$ cat src/rtl/e203_subsys_pllcfg_seq.sv
`timescale 1ns/1ps
// PLL control sequencer for the hfextclk clock generator: orders bypass, reset, sleep and M/N/OD updates with timed waits.
// Registered outputs; a request is taken only in IDLE with no pending sleep, otherwise cfg_ready stays low.
module e203_subsys_pllcfg_seq #(
   parameter int SW_CYC   = 8,
   parameter int RST_CYC  = 16,
   parameter int LOCK_CYC = 1024,
   parameter int CNT_W    = 11
) (
   input  logic       clk,
   input  logic       rst_n,
   input  logic       cfg_valid,
   output logic       cfg_ready,
   input  logic       cfg_use_pll,
   input  logic [1:0] cfg_od,
   input  logic [7:0] cfg_m,
   input  logic [4:0] cfg_n,
   input  logic       cfg_divby1,
   input  logic [5:0] cfg_div,
   input  logic       sleep_req,
   output logic       pllbypass,
   output logic       pll_RESET,
   output logic       pll_ASLEEP,
   output logic [1:0] pll_OD,
   output logic [7:0] pll_M,
   output logic [4:0] pll_N,
   output logic       plloutdivby1,
   output logic [5:0] plloutdiv,
   output logic       busy,
   output logic       done,
   output logic       cfg_err
);

   typedef enum logic [2:0] {
      ST_IDLE, ST_BYP, ST_RST, ST_LOCK, ST_SWITCH, ST_DONE, ST_SLEEP
   } state_t;

   localparam logic [CNT_W-1:0] SW_LD   = CNT_W'(SW_CYC - 1);
   localparam logic [CNT_W-1:0] RST_LD  = CNT_W'(RST_CYC - 1);
   localparam logic [CNT_W-1:0] LOCK_LD = CNT_W'(LOCK_CYC - 1);

   state_t           state_q, state_d;
   logic [CNT_W-1:0] cnt_q, cnt_d;
   logic             slp_q, slp_d;
   logic             pll_en_q, pll_en_d;
   logic             byp_q, byp_d;
   logic             rst_q, rst_d;
   logic             asl_q, asl_d;
   logic [1:0]       od_q, od_d;
   logic [7:0]       m_q, m_d;
   logic [4:0]       n_q, n_d;
   logic             divby1_q, divby1_d;
   logic [5:0]       div_q, div_d;
   logic             done_q, done_d;
   logic             err_q, err_d;
   logic             shd_use_q, shd_use_d;
   logic [1:0]       shd_od_q, shd_od_d;
   logic [7:0]       shd_m_q, shd_m_d;
   logic [4:0]       shd_n_q, shd_n_d;
   logic             shd_divby1_q, shd_divby1_d;
   logic [5:0]       shd_div_q, shd_div_d;

   always_comb begin
      state_d      = state_q;
      cnt_d        = cnt_q;
      slp_d        = slp_q;
      pll_en_d     = pll_en_q;
      byp_d        = byp_q;
      rst_d        = rst_q;
      asl_d        = asl_q;
      od_d         = od_q;
      m_d          = m_q;
      n_d          = n_q;
      divby1_d     = divby1_q;
      div_d        = div_q;
      done_d       = 1'b0;
      err_d        = 1'b0;
      shd_use_d    = shd_use_q;
      shd_od_d     = shd_od_q;
      shd_m_d      = shd_m_q;
      shd_n_d      = shd_n_q;
      shd_divby1_d = shd_divby1_q;
      shd_div_d    = shd_div_q;
      unique case (state_q)
         ST_IDLE: begin
            // Sleep has priority over a simultaneous configuration request.
            if (sleep_req) begin
               state_d = ST_BYP;
               cnt_d   = SW_LD;
               slp_d   = 1'b1;
               byp_d   = 1'b1;
            end else if (cfg_valid) begin
               if (cfg_use_pll && (cfg_m == 8'd0 || cfg_n == 5'd0)) begin
                  err_d = 1'b1;
               end else begin
                  shd_use_d    = cfg_use_pll;
                  shd_od_d     = cfg_od;
                  shd_m_d      = cfg_m;
                  shd_n_d      = cfg_n;
                  shd_divby1_d = cfg_divby1;
                  shd_div_d    = cfg_div;
                  state_d      = ST_BYP;
                  cnt_d        = SW_LD;
                  slp_d        = 1'b0;
                  byp_d        = 1'b1;
               end
            end
         end
         ST_BYP: begin
            if (cnt_q == '0) begin
               if (slp_q) begin
                  state_d = ST_SLEEP;
                  asl_d   = 1'b1;
                  rst_d   = 1'b1;
                  byp_d   = 1'b1;
               end else begin
                  state_d  = ST_RST;
                  cnt_d    = RST_LD;
                  rst_d    = 1'b1;
                  asl_d    = 1'b0;
                  od_d     = shd_od_q;
                  m_d      = shd_m_q;
                  n_d      = shd_n_q;
                  divby1_d = shd_divby1_q;
                  div_d    = shd_div_q;
                  pll_en_d = shd_use_q;
               end
            end else begin
               cnt_d = cnt_q - CNT_W'(1);
            end
         end
         ST_RST: begin
            if (cnt_q == '0) begin
               if (pll_en_q) begin
                  state_d = ST_LOCK;
                  cnt_d   = LOCK_LD;
                  rst_d   = 1'b0;
               end else begin
                  state_d = ST_DONE;
                  done_d  = 1'b1;
               end
            end else begin
               cnt_d = cnt_q - CNT_W'(1);
            end
         end
         ST_LOCK: begin
            if (cnt_q == '0) begin
               state_d = ST_SWITCH;
               cnt_d   = SW_LD;
               byp_d   = 1'b0;
            end else begin
               cnt_d = cnt_q - CNT_W'(1);
            end
         end
         ST_SWITCH: begin
            if (cnt_q == '0) begin
               state_d = ST_DONE;
               done_d  = 1'b1;
            end else begin
               cnt_d = cnt_q - CNT_W'(1);
            end
         end
         ST_DONE: state_d = ST_IDLE;
         ST_SLEEP: begin
            // Wake re-applies the held M/N/OD; pll_en keeps its pre-sleep value.
            if (!sleep_req) begin
               if (pll_en_q) begin
                  state_d = ST_RST;
                  cnt_d   = RST_LD;
                  asl_d   = 1'b0;
                  rst_d   = 1'b1;
               end else begin
                  state_d = ST_IDLE;
               end
            end
         end
         default: state_d = ST_IDLE;
      endcase
   end

   always_ff @(posedge clk) begin
      if (!rst_n) begin
         state_q      <= ST_IDLE;
         cnt_q        <= '0;
         slp_q        <= 1'b0;
         pll_en_q     <= 1'b0;
         byp_q        <= 1'b1;
         rst_q        <= 1'b1;
         asl_q        <= 1'b0;
         od_q         <= 2'd0;
         m_q          <= 8'd16;
         n_q          <= 5'd1;
         divby1_q     <= 1'b1;
         div_q        <= 6'd0;
         done_q       <= 1'b0;
         err_q        <= 1'b0;
         shd_use_q    <= 1'b0;
         shd_od_q     <= 2'd0;
         shd_m_q      <= 8'd0;
         shd_n_q      <= 5'd0;
         shd_divby1_q <= 1'b0;
         shd_div_q    <= 6'd0;
      end else begin
         state_q      <= state_d;
         cnt_q        <= cnt_d;
         slp_q        <= slp_d;
         pll_en_q     <= pll_en_d;
         byp_q        <= byp_d;
         rst_q        <= rst_d;
         asl_q        <= asl_d;
         od_q         <= od_d;
         m_q          <= m_d;
         n_q          <= n_d;
         divby1_q     <= divby1_d;
         div_q        <= div_d;
         done_q       <= done_d;
         err_q        <= err_d;
         shd_use_q    <= shd_use_d;
         shd_od_q     <= shd_od_d;
         shd_m_q      <= shd_m_d;
         shd_n_q      <= shd_n_d;
         shd_divby1_q <= shd_divby1_d;
         shd_div_q    <= shd_div_d;
      end
   end

   assign cfg_ready    = (state_q == ST_IDLE) && !sleep_req;
   assign busy         = (state_q != ST_IDLE);
   assign pllbypass    = byp_q;
   assign pll_RESET    = rst_q;
   assign pll_ASLEEP   = asl_q;
   assign pll_OD       = od_q;
   assign pll_M        = m_q;
   assign pll_N        = n_q;
   assign plloutdivby1 = divby1_q;
   assign plloutdiv    = div_q;
   assign done         = done_q;
   assign cfg_err      = err_q;

endmodule

$ cat config.mk
export PLATFORM = sky130hd
export DESIGN_NAME = e203_subsys_pllcfg_seq
export DESIGN_NICKNAME = d
export VERILOG_FILES = /design/src/rtl/e203_subsys_pllcfg_seq.sv
export SDC_FILE = /design/constraint.sdc
export NUM_CORES = 1
export LEC_CHECK = 0
export ABC_CLOCK_PERIOD_IN_PS = 2100
export CORE_MARGIN = 1
export CORE_UTILIZATION = 35
export CTS_BUF_LIST = sky130_fd_sc_hd__clkbuf_16
export DETAILED_ROUTE_END_ITERATION = 6
export PLACE_DENSITY = 0.6
export SKIP_LAST_GASP = 1
export SLEW_MARGIN = 0
export SYNTH_ARGS = -nofsm -noshare
export SYNTH_HDL_FRONTEND = slang
export SYNTH_SLANG_ARGS = --single-unit
$ cat constraint.sdc
create_clock -name clk -period 2.1 [get_ports clk]
set_input_delay 0.315 -clock clk [delete_from_list [all_inputs] [get_ports clk]]
set_output_delay 0.315 -clock clk [all_outputs]
set_load 0.02 [all_outputs]
==> results of run 1 <==
==> registers in the layout, summed over array words and instances (netlist names) <==
name,count
cfg_err,1
cnt_q,11
done,1
pll_ASLEEP,1
pll_M,8
pll_N,5
pll_OD,2
pll_RESET,1
pll_en_q,1
pllbypass,1
plloutdiv,6
plloutdivby1,1
shd_div_q,6
shd_divby1_q,1
shd_m_q,8
shd_n_q,5
shd_od_q,2
shd_use_q,1
slp_q,1
state_q,3
==> cells in the mapped netlist, types with 4 or more instances <==
cell	n	area share
dfxtp_1	66	0.43
nand2_1	59	0.072
nor2_1	35	0.043
a21oi_1	33	0.054
mux2i_1	24	0.078
clkbuf_1	11	0.013
nand3_1	10	0.016
o21ai_0	8	0.013
a31oi_1	7	0.014
buf_2	7	0.011
inv_1	6	0.0073
nor2b_1	6	0.012
a211oi_1	5	0.012
nand2b_1	5	0.010
nor3_1	4	0.0065
nor4_1	4	0.0081
==> metrics by stage <==
step           hold WS [ns]  setup TNS (ns)   util
5_1_grt               0.342         -0.0240  0.539
2_1_floorplan         0.436               0      -
6_report              0.304               0  0.539
4_1_cts               0.453          -0.209  0.526
3_3_place_gp          0.440           -9.15  0.484
3_5_place_dp          0.447          -11.63  0.484
==> worst max path at each step <==
stage / startpoint / end
detailed placement: cfg_n[0] / cnt_q[7]
finish: cfg_n[4] / cnt_q[7]
CTS: cfg_n[0] / cnt_q[9]
floorplan: state_q[0] / shd_divby1_q
global placement: cfg_n[4] / cnt_q[5]
global route: cfg_n[4] / cnt_q[7]
==> power groups by stage <==
stage          logic (mW)  registers, mW  clock network [mW]
5_1_grt              2.09           1.54                1.81
3_3_place_gp         1.79           1.53                   0
2_1_floorplan        1.10           1.53                   0
3_5_place_dp         1.80           1.53                   0
4_1_cts              1.82           1.51                1.75
6_report             1.93           1.52                1.73
==> cells in the final DEF (no fill, tap or decap), drive strengths merged, types with 3 or more instances in the layout <==
master	n
dfxtp	66
nand2	59
buf	54
clkdlybuf4s50	51
nor2	36
a21oi	33
mux2i	24
nand3	11
clkbuf	9
o21ai	8
inv	7
a31oi	7
nor2b	6
nor4	6
nand2b	5
a211oi	5
nor3	5
nand4	3
o211a	3
bufinv	3
nor3b	3
==> cell families after synthesis <==
kind of cell	count (synthesis)	share of synthesized area
and+or+nand+nor	146	0.243
adders and majority gates	3	0.0114
buffers and inverters	31	0.0507
muxes	24	0.0780
AOI/OAI and AO/OA	86	0.185
DFF	66	0.429
xor gates and xnor gates	1	0.00284
==> timing repair <==
item	in CTS	in global routing
gates cloned	0	1
endpoints found under the setup margin	13	11
hold buffers	0	0
pin swaps	1	4
resized for setup	5	16
setup buffers	0	2
==> worst max-delay path: stages <==
cell	delay, ns
clkdlybuf4s50_1	0.43
nor3_2	0.16
or4b_4	0.50
a311o_2	0.48
buf_6	0.16
a31oi_1	0.12
a211oi_1	0.06
==> layout make-up <==
class	count	area [um^2]	share of cell area
clock buffer	9	225	0.0498
clock inverter	6	115	0.0255
inverter	6	22.5	0.00498
multi-input combinational	261	1700	0.377
sequential	66	1320	0.292
tap	105	131	0.0291
timing repair buffer	109	1000	0.221
==> per-layer routing <==
metal  global-route usage  up-vias  routed length, um  part of all wire
li1                     -     1472                  -                 -
met1                0.241     1401               3830              0.45
met2                0.320       73               4020              0.48
met3               0.0529       11                475             0.056
met4               0.0771        0                119             0.014
met5                    0        -                  0                 0
==> results.py, run 1 <==
metrics = {
    "outcome": {
        "status": "complete, no violations",
    },
    "sta": {
        "max_freq_ghz": 0.494,
        "hold_violations": 0,
        "skew_ns": 0.00774,
        "post-route-period-util": 0.965,
        "slew-limit-headroom": 0.708,
        "period_needed_ns": 2.03,
        "tightest_slew_ns": 0.437,
        "setup_viol": 0,
        "rsz0062_at_grt": "true",
        "worst_slack_ns": 0.0745,
        "drv_slew": 0,
    },
    "critical_path": {
        "worst_ep_arrival_time_ns": 2.24,
        "worstReg2RegStart": "cnt_q[0]",
        "required_ns": 2.31,
        "timing.rr.end": "state_q[0]",
        "start_kind": "primary input",
        "endpoint_kind": "register",
        "path_class": "in -> reg",
        "reg2reg_depth": 9,
        "regToRegSetupSlack_ns": 0.11,
        "cp_max_fo": 5,
    },
    "clock_tree": {
        "clk_latency_ns": 0.33,
        "clk_path_buf_depth": 2,
        "cts-buffers-inserted": 9,
        "cts-root-buf": "clkbuf_16",
        "clock-sinks": 66,
        "tritoncts": "built",
        "clk_pin_slew_worst_paths_ns": 0.05,
        "htree_levels": 3,
    },
    "routing": {
        "via_per_inst": 5.26,
        "post-route-drc-count": 0,
        "firstDrtPassIters": 4,
        "antenna_left": 0,
        "vias": 2957,
        "routed_wl_um": 8440,
        "wire_per_inst_um": 15.0,
        "drt_iter0_markers": 184,
    },
    "layout": {
        "syn_to_final_growth_pct": 46.7,
        "design_area_mm2": 0.00452,
        "n_antenna_cell": 0,
        "stdcell_count": 562,
        "nFillCells": 780,
        "nNetsFinal": 482,
        "drive_gt1_frac": 0.208,
    },
    "logic_synthesis": {
        "synth-seq-cells": 66,
        "synth_edf_count": 0,
        "syn_inst": 357,
        "synth_top_flop_cell": "dfxtp_1",
        "syn-cell-area_mm2": 0.00308,
        "synth_area_per_cell_um2": 8.63,
        "yosys_warnings": 0,
        "ys_seq_area_frac": 0.429,
        "synth_cell_types": 61,
        "syn_nets": 386,
        "synthArstFlopShare": 0,
    },
    "floorplan": {
        "die-area_mm2": 0.00918,
        "initial_utilization": 0.368,
        "die_h_um": 95.8,
        "chipWidth_um": 95.8,
        "coreArea_mm2": 0.00838,
        "pin_count": 56,
        "rows": 33,
    },
    "job": {
        "maxCapViolCount": 0,
    },
    "global_routing": {
        "gr-total-overflow": 0,
        "grt_max_degree": 37,
        "grt_pass1_wl_um": 13700,
        "grt_pass1_vias": 2879,
        "grt_antenna_before_repair": 0,
        "grt_util_all_layers": 0.195,
    },
    "hold_path": {
        "hold_start": "cfg_n[0]",
        "hp-class": "in -> reg",
        "hold_depth": 3,
        "holdPathEnd": "shd_n_q[0]",
    },
    "power_and_ir_drop": {
        "netSwitchingFraction": 0.329,
        "finalPower_mw": 5.18,
        "p_per_area_mw_per_mm2": 1150,
        "p_int_mw": 3.47,
        "p_leak_nw": 1.87,
        "p_comb_frac": 0.373,
        "p_sw_mw": 1.70,
        "seqPwrFrac": 0.293,
        "clockPowerShare": 0.334,
        "worst_ir_drop_vdd_uv": 546,
    },
    "place": {
        "port_buffers": 55,
        "pre_cts_ws_ns": -0.517,
        "postPlaceCellArea_mm2": 0.00406,
        "place.gp.congestion": 0.875,
        "dpl.hpwl_um": 5690,
        "placedCellCount": 544,
    },
}
No activity file was read; power rests on OpenSTA's default activity.
==> run 2: changes to the inputs <==
Settings changed: TNS_END_PERCENT from default to 10.
==> results.py, run 2 (synthesis results as in run 1) <==
metrics = {
    "place": {
        "port_buffers": 55,
        "postPlaceCellArea_mm2": 0.00406,
        "place.gp.congestion": 0.875,
        "dpl.hpwl_um": 5690,
    },
    "global_routing": {
        "grt_max_degree": 37,
        "gr-usage-met3": 0.0521,
        "met2_usage": 0.316,
        "grt_util_all_layers": 0.194,
        "grt_antenna_before_repair": 0,
        "grt_pass1_wl_um": 13600,
        "grt_pass1_vias": 2857,
        "grt_most_used_layer": "met2",
        "use_met1": 0.242,
        "gr-total-overflow": 0,
    },
    "layout": {
        "largest_register_ffs": 11,
        "n_antenna_cell": 0,
        "nNetsFinal": 481,
        "final_common_cell": "dfxtp_1",
        "final_cell_mix": "dfxtp_1, nand2_1, clkdlybuf4s50_1, buf_4, nor2_1",
        "drive_gt1_frac": 0.197,
        "syn_to_final_growth_pct": 45.5,
        "utilization": 0.535,
        "design_area_mm2": 0.00448,
        "top_register": "cnt_q",
    },
    "clock_tree": {
        "hold_buffers": 0,
        "clk_path_buf_depth": 2,
        "cts-root-buf": "clkbuf_16",
        "clock-sinks": 66,
        "tritoncts": "built",
        "clk_pin_slew_worst_paths_ns": 0.05,
        "htree_levels": 3,
        "clk_latency_ns": 0.33,
        "cts-buffers-inserted": 9,
    },
    "critical_path": {
        "required_ns": 2.31,
        "endpoint_kind": "register",
        "cp_max_fo": 5,
        "worst_ep_arrival_time_ns": 2.31,
        "start_kind": "primary input",
        "regToRegSetupSlack_ns": 0.11,
        "path_class": "in -> reg",
    },
    "sta": {
        "max_freq_ghz": 0.476,
        "tightest_slew_ns": 0.402,
        "post-route-period-util": 1.00,
        "period_needed_ns": 2.10,
        "slew-limit-headroom": 0.732,
        "worst_slack_ns": -0.000700,
        "hold_violations": 0,
        "hold_slack_ns": 0.327,
        "skew_ns": 0.00731,
        "setup_viol": 1,
        "drv_slew": 0,
        "rsz0062_at_grt": "true",
    },
    "power_and_ir_drop": {
        "worst_ir_drop_vdd_uv": 523,
        "netSwitchingFraction": 0.326,
        "p_int_mw": 3.46,
        "seqPwrFrac": 0.295,
        "p_per_area_mw_per_mm2": 1150,
        "p_sw_mw": 1.67,
        "p_leak_nw": 1.86,
        "p_comb_frac": 0.369,
        "clockPowerShare": 0.336,
    },
    "floorplan": {
        "die-area_mm2": 0.00918,
        "pin_count": 56,
        "chipWidth_um": 95.8,
        "die_h_um": 95.8,
        "initial_utilization": 0.368,
        "rows": 33,
        "coreArea_mm2": 0.00838,
    },
    "job": {
        "maxCapViolCount": 0,
    },
    "routing": {
        "via_per_inst": 5.25,
        "routed_wl_um": 8310,
        "post-route-drc-count": 0,
        "drt_iter0_markers": 149,
        "vias": 2947,
        "antenna_left": 0,
        "firstDrtPassIters": 4,
        "wire_per_inst_um": 14.8,
    },
    "hold_path": {
        "hp-class": "in -> reg",
    },
    "outcome": {
        "status": "finished with violations",
        "failed_checks": "setup timing",
    },
}
[run 2: cell types whose count changed in the layout (fill, tap and decap cells not counted), sizes merged]
| cell | change |
|---|---|
| dlygate4sd2 | -1 |
| clkdlybuf4s50 | +1 |
| buf | -1 |
[run 2: worst max-delay path: stages]
cell,delay [ns]
clkdlybuf4s50_1,0.44
nor3_2,0.21
or4b_4,0.50
a311o_2,0.45
buf_4,0.18
a31oi_1,0.13
a211oi_1,0.06
[run 2: metrics by stage]
| stage | power [mW] | TNS [ns] | cells | setup WS, ns |
|---|---|---|---|---|
| 5_1_grt | 5.40 | -0.437 | 561 | -0.0613 |
| 6_report | 5.14 | -0.000700 | 561 | -0.000700 |
| 3_5_place_dp | 3.34 | -11.63 | 544 | -0.517 |
| 2_1_floorplan | 2.64 | 0 | 357 | 0.0948 |
| 4_1_cts | 5.08 | -1.67 | 559 | -0.216 |
| 3_3_place_gp | 3.32 | -9.15 | 544 | -0.439 |
[run 2: what timing repair did]
item                       CTS  global route
pin swaps                    0             3
resized for setup            1            13
cloned                       0             1
buffers inserted             0             1
setup endpoints to repair   13            14
[run 2: final timing paths]
path	from	end	cells past startpoint
max	cfg_n[0]	cnt_q[6]	7
min	cfg_n[1]	shd_n_q[1]	3
max reg2reg	cnt_q[0]	cnt_q[3]	9
min reg2reg	plloutdiv[0]	plloutdiv[0]	2
[run 2: power by group through the flow]
stage | logic [mW] | clock network [mW] | registers [mW]
floorplan | 1.10 | 0 | 1.53
global placement | 1.79 | 0 | 1.53
detailed placement | 1.80 | 0 | 1.53
CTS | 1.82 | 1.75 | 1.51
global route | 2.06 | 1.81 | 1.54
finish | 1.90 | 1.72 | 1.52
[run 2: layout make-up]
cell class	count	area [um^2]
Clock buffer	9	225
Tap cell	105	131
Inverter	6	22.5
Timing Repair Buffer	108	990
Sequential cell	66	1320
Multi-Input combinational cell	261	1680
Fill cell	774	3900
Clock inverter	6	115
[run 2: per-layer routing]
| metal | vias to the layer above | part of all wire | wire (um) |
|---|---|---|---|
| li1 | 1471 | - | - |
| met2 | 75 | 0.47 | 3900 |
| met1 | 1389 | 0.46 | 3800 |
| met5 | - | 0 | 0 |
| met3 | 12 | 0.061 | 504 |
| met4 | 0 | 0.012 | 99 |
==> run 3: changes to the inputs <==
Settings changed: ABC_CLOCK_PERIOD_IN_PS 2100 to 2300, CTS_CLUSTER_DIAMETER from default to 30, PLACE_DENSITY 0.6 to 0.58.
Clock period 2.1 ns to 2.3 ns, I/O delays scaled along.
==> results.py, run 3 (synthesis results as in run 1) <==
metrics = {
    "place": {
        "placedCellCount": 528,
        "port_buffers": 55,
        "place.gp.congestion": 0.810,
        "dpl.hpwl_um": 5380,
    },
    "critical_path": {
        "worstPathCellList": "clkdlybuf4s50_1 > nor3_2 > or4b_1 > a311o_2 > buf_4 > a31oi_1 > a211oi_1",
        "timing.rr.end": "cnt_q[5]",
        "worstReg2RegStart": "cnt_q[0]",
        "required_ns": 2.51,
        "cp_slowest_cell": "a311o_2",
        "slowest_delay_ns": 0.51,
        "regToRegSetupSlack_ns": 0.16,
        "path_class": "in -> reg",
        "reg2reg_depth": 8,
        "critPathTopFamily": "compound AO/OA/AOI/OAI gates",
        "worst_ep_arrival_time_ns": 2.41,
        "worstSetupPathDepth": 7,
        "cp_max_fo": 9,
        "crit_buf_inv": 2,
        "critPathLaunch": "cfg_n[4]",
        "critical_path.endpoint": "cnt_q[6]",
        "endpoint_kind": "register",
        "start_kind": "primary input",
    },
    "layout": {
        "nNetsFinal": 463,
        "final_common_cell": "dfxtp_1",
        "nFillCells": 785,
        "seq_area_mm2": 0.00132,
        "largest_register_ffs": 11,
        "syn_to_final_growth_pct": 38.3,
        "stdcell_count": 544,
        "final_cell_mix": "dfxtp_1, nand2_1, clkdlybuf4s50_1, nor2_1",
        "drive_gt1_frac": 0.148,
        "n_antenna_cell": 0,
        "multi_input_area_mm2": 0.00161,
        "top_register": "cnt_q",
    },
    "floorplan": {
        "die-area_mm2": 0.00918,
        "die_h_um": 95.8,
        "pin_count": 56,
        "rows": 33,
        "coreArea_mm2": 0.00838,
        "chipWidth_um": 95.8,
        "initial_utilization": 0.368,
    },
    "outcome": {
        "status": "complete, no violations",
    },
    "routing": {
        "drt_iter0_markers": 91,
        "firstDrtPassIters": 6,
        "post-route-drc-count": 0,
        "routed_wl_um": 7860,
        "vias": 2845,
        "wire_per_inst_um": 14.5,
        "antenna_left": 0,
        "via_per_inst": 5.23,
    },
    "clock_tree": {
        "hold_buffers": 0,
        "clk_latency_ns": 0.33,
        "cts-buffers-inserted": 9,
        "htree_levels": 3,
        "clock-sinks": 66,
        "clk_pin_slew_worst_paths_ns": 0.06,
        "tritoncts": "built",
        "cts-root-buf": "clkbuf_16",
        "clk_path_buf_depth": 2,
    },
    "sta": {
        "slew-limit-headroom": 0.701,
        "period_needed_ns": 2.20,
        "rsz0062_at_grt": "true",
        "drv_slew": 0,
        "tightest_slew_ns": 0.447,
        "max_freq_ghz": 0.455,
        "skew_ns": 0.00552,
        "setup_viol": 0,
        "post-route-period-util": 0.956,
        "hold_violations": 0,
    },
    "global_routing": {
        "grt_antenna_before_repair": 0,
        "grt_pass1_vias": 2735,
        "gr-total-overflow": 0,
        "grt_util_all_layers": 0.192,
        "grt_pass1_wl_um": 13300,
        "grt_max_degree": 38,
    },
    "power_and_ir_drop": {
        "worst_ir_drop_vdd_uv": 499,
        "p_leak_nw": 1.74,
        "p_per_area_mw_per_mm2": 1020,
        "finalPower_mw": 4.36,
    },
    "job": {
        "maxCapViolCount": 0,
    },
    "hold_path": {
        "hp-class": "reg -> reg",
    },
}
run 3: report_power, final:
part	internal [mW]	switching, mW
clock network	0.948	0.519
logic	0.696	0.811
registers	1.26	0.125
total	2.91	1.46
run 3: worst min path at each step:
| stage | slack, ns | start | end | depth (start not counted) |
|---|---|---|---|---|
| global placement | 0.44 | pll_N[2] | pll_N[2] | 2 |
| CTS | 0.45 | pll_M[3] | pll_M[3] | 2 |
| global route | 0.47 | pll_N[2] | pll_N[2] | 2 |
| detailed placement | 0.44 | pll_M[3] | pll_M[3] | 2 |
| floorplan | 0.44 | shd_m_q[0] | pll_M[0] | 2 |
| finish | 0.45 | pll_M[3] | pll_M[3] | 2 |
run 3: per-layer routing:
metal  global-route usage  part of all wire
met3               0.0537             0.068
met1                0.243              0.46
met2                0.304              0.46
met5                    0                 0
met4               0.0833             0.020
run 3: per-stage QoR:
| step | cell area [um^2] | setup TNS (ns) | worst slack [ns] | utilization | hold slack, ns |
|---|---|---|---|---|---|
| final | 4260 | 0 | 0.100 | 0.509 | 0.447 |
| after global routing | 4260 | -0.0328 | -0.0195 | 0.509 | 0.466 |
| after CTS | 4260 | 0 | 0.0168 | 0.508 | 0.451 |
| after detailed placement | 3940 | -4.39 | -0.327 | 0.470 | 0.443 |
| after global placement | 3940 | -2.45 | -0.257 | 0.470 | 0.440 |
| after floorplan | 3080 | 0 | 0.295 | - | 0.436 |
run 3: tightest hold or removal path, stage by stage (launching register included):
cell	delay, ns
dfxtp_1	0.30
nand2_1	0.05
a21oi_1	0.05
run 3: final cells by class:
type,count,area share
clock inverter,7,0.0220
sequential,66,0.310
clock buffer,9,0.0528
timing repair buffer,91,0.201
tap,105,0.0308
multi-input combinational,260,0.378
inverter,6,0.00528
run 3: what timing repair did:
action	CTS	global route
gates resized for setup	1	3
buffers inserted	0	0
setup endpoints to repair	1	9
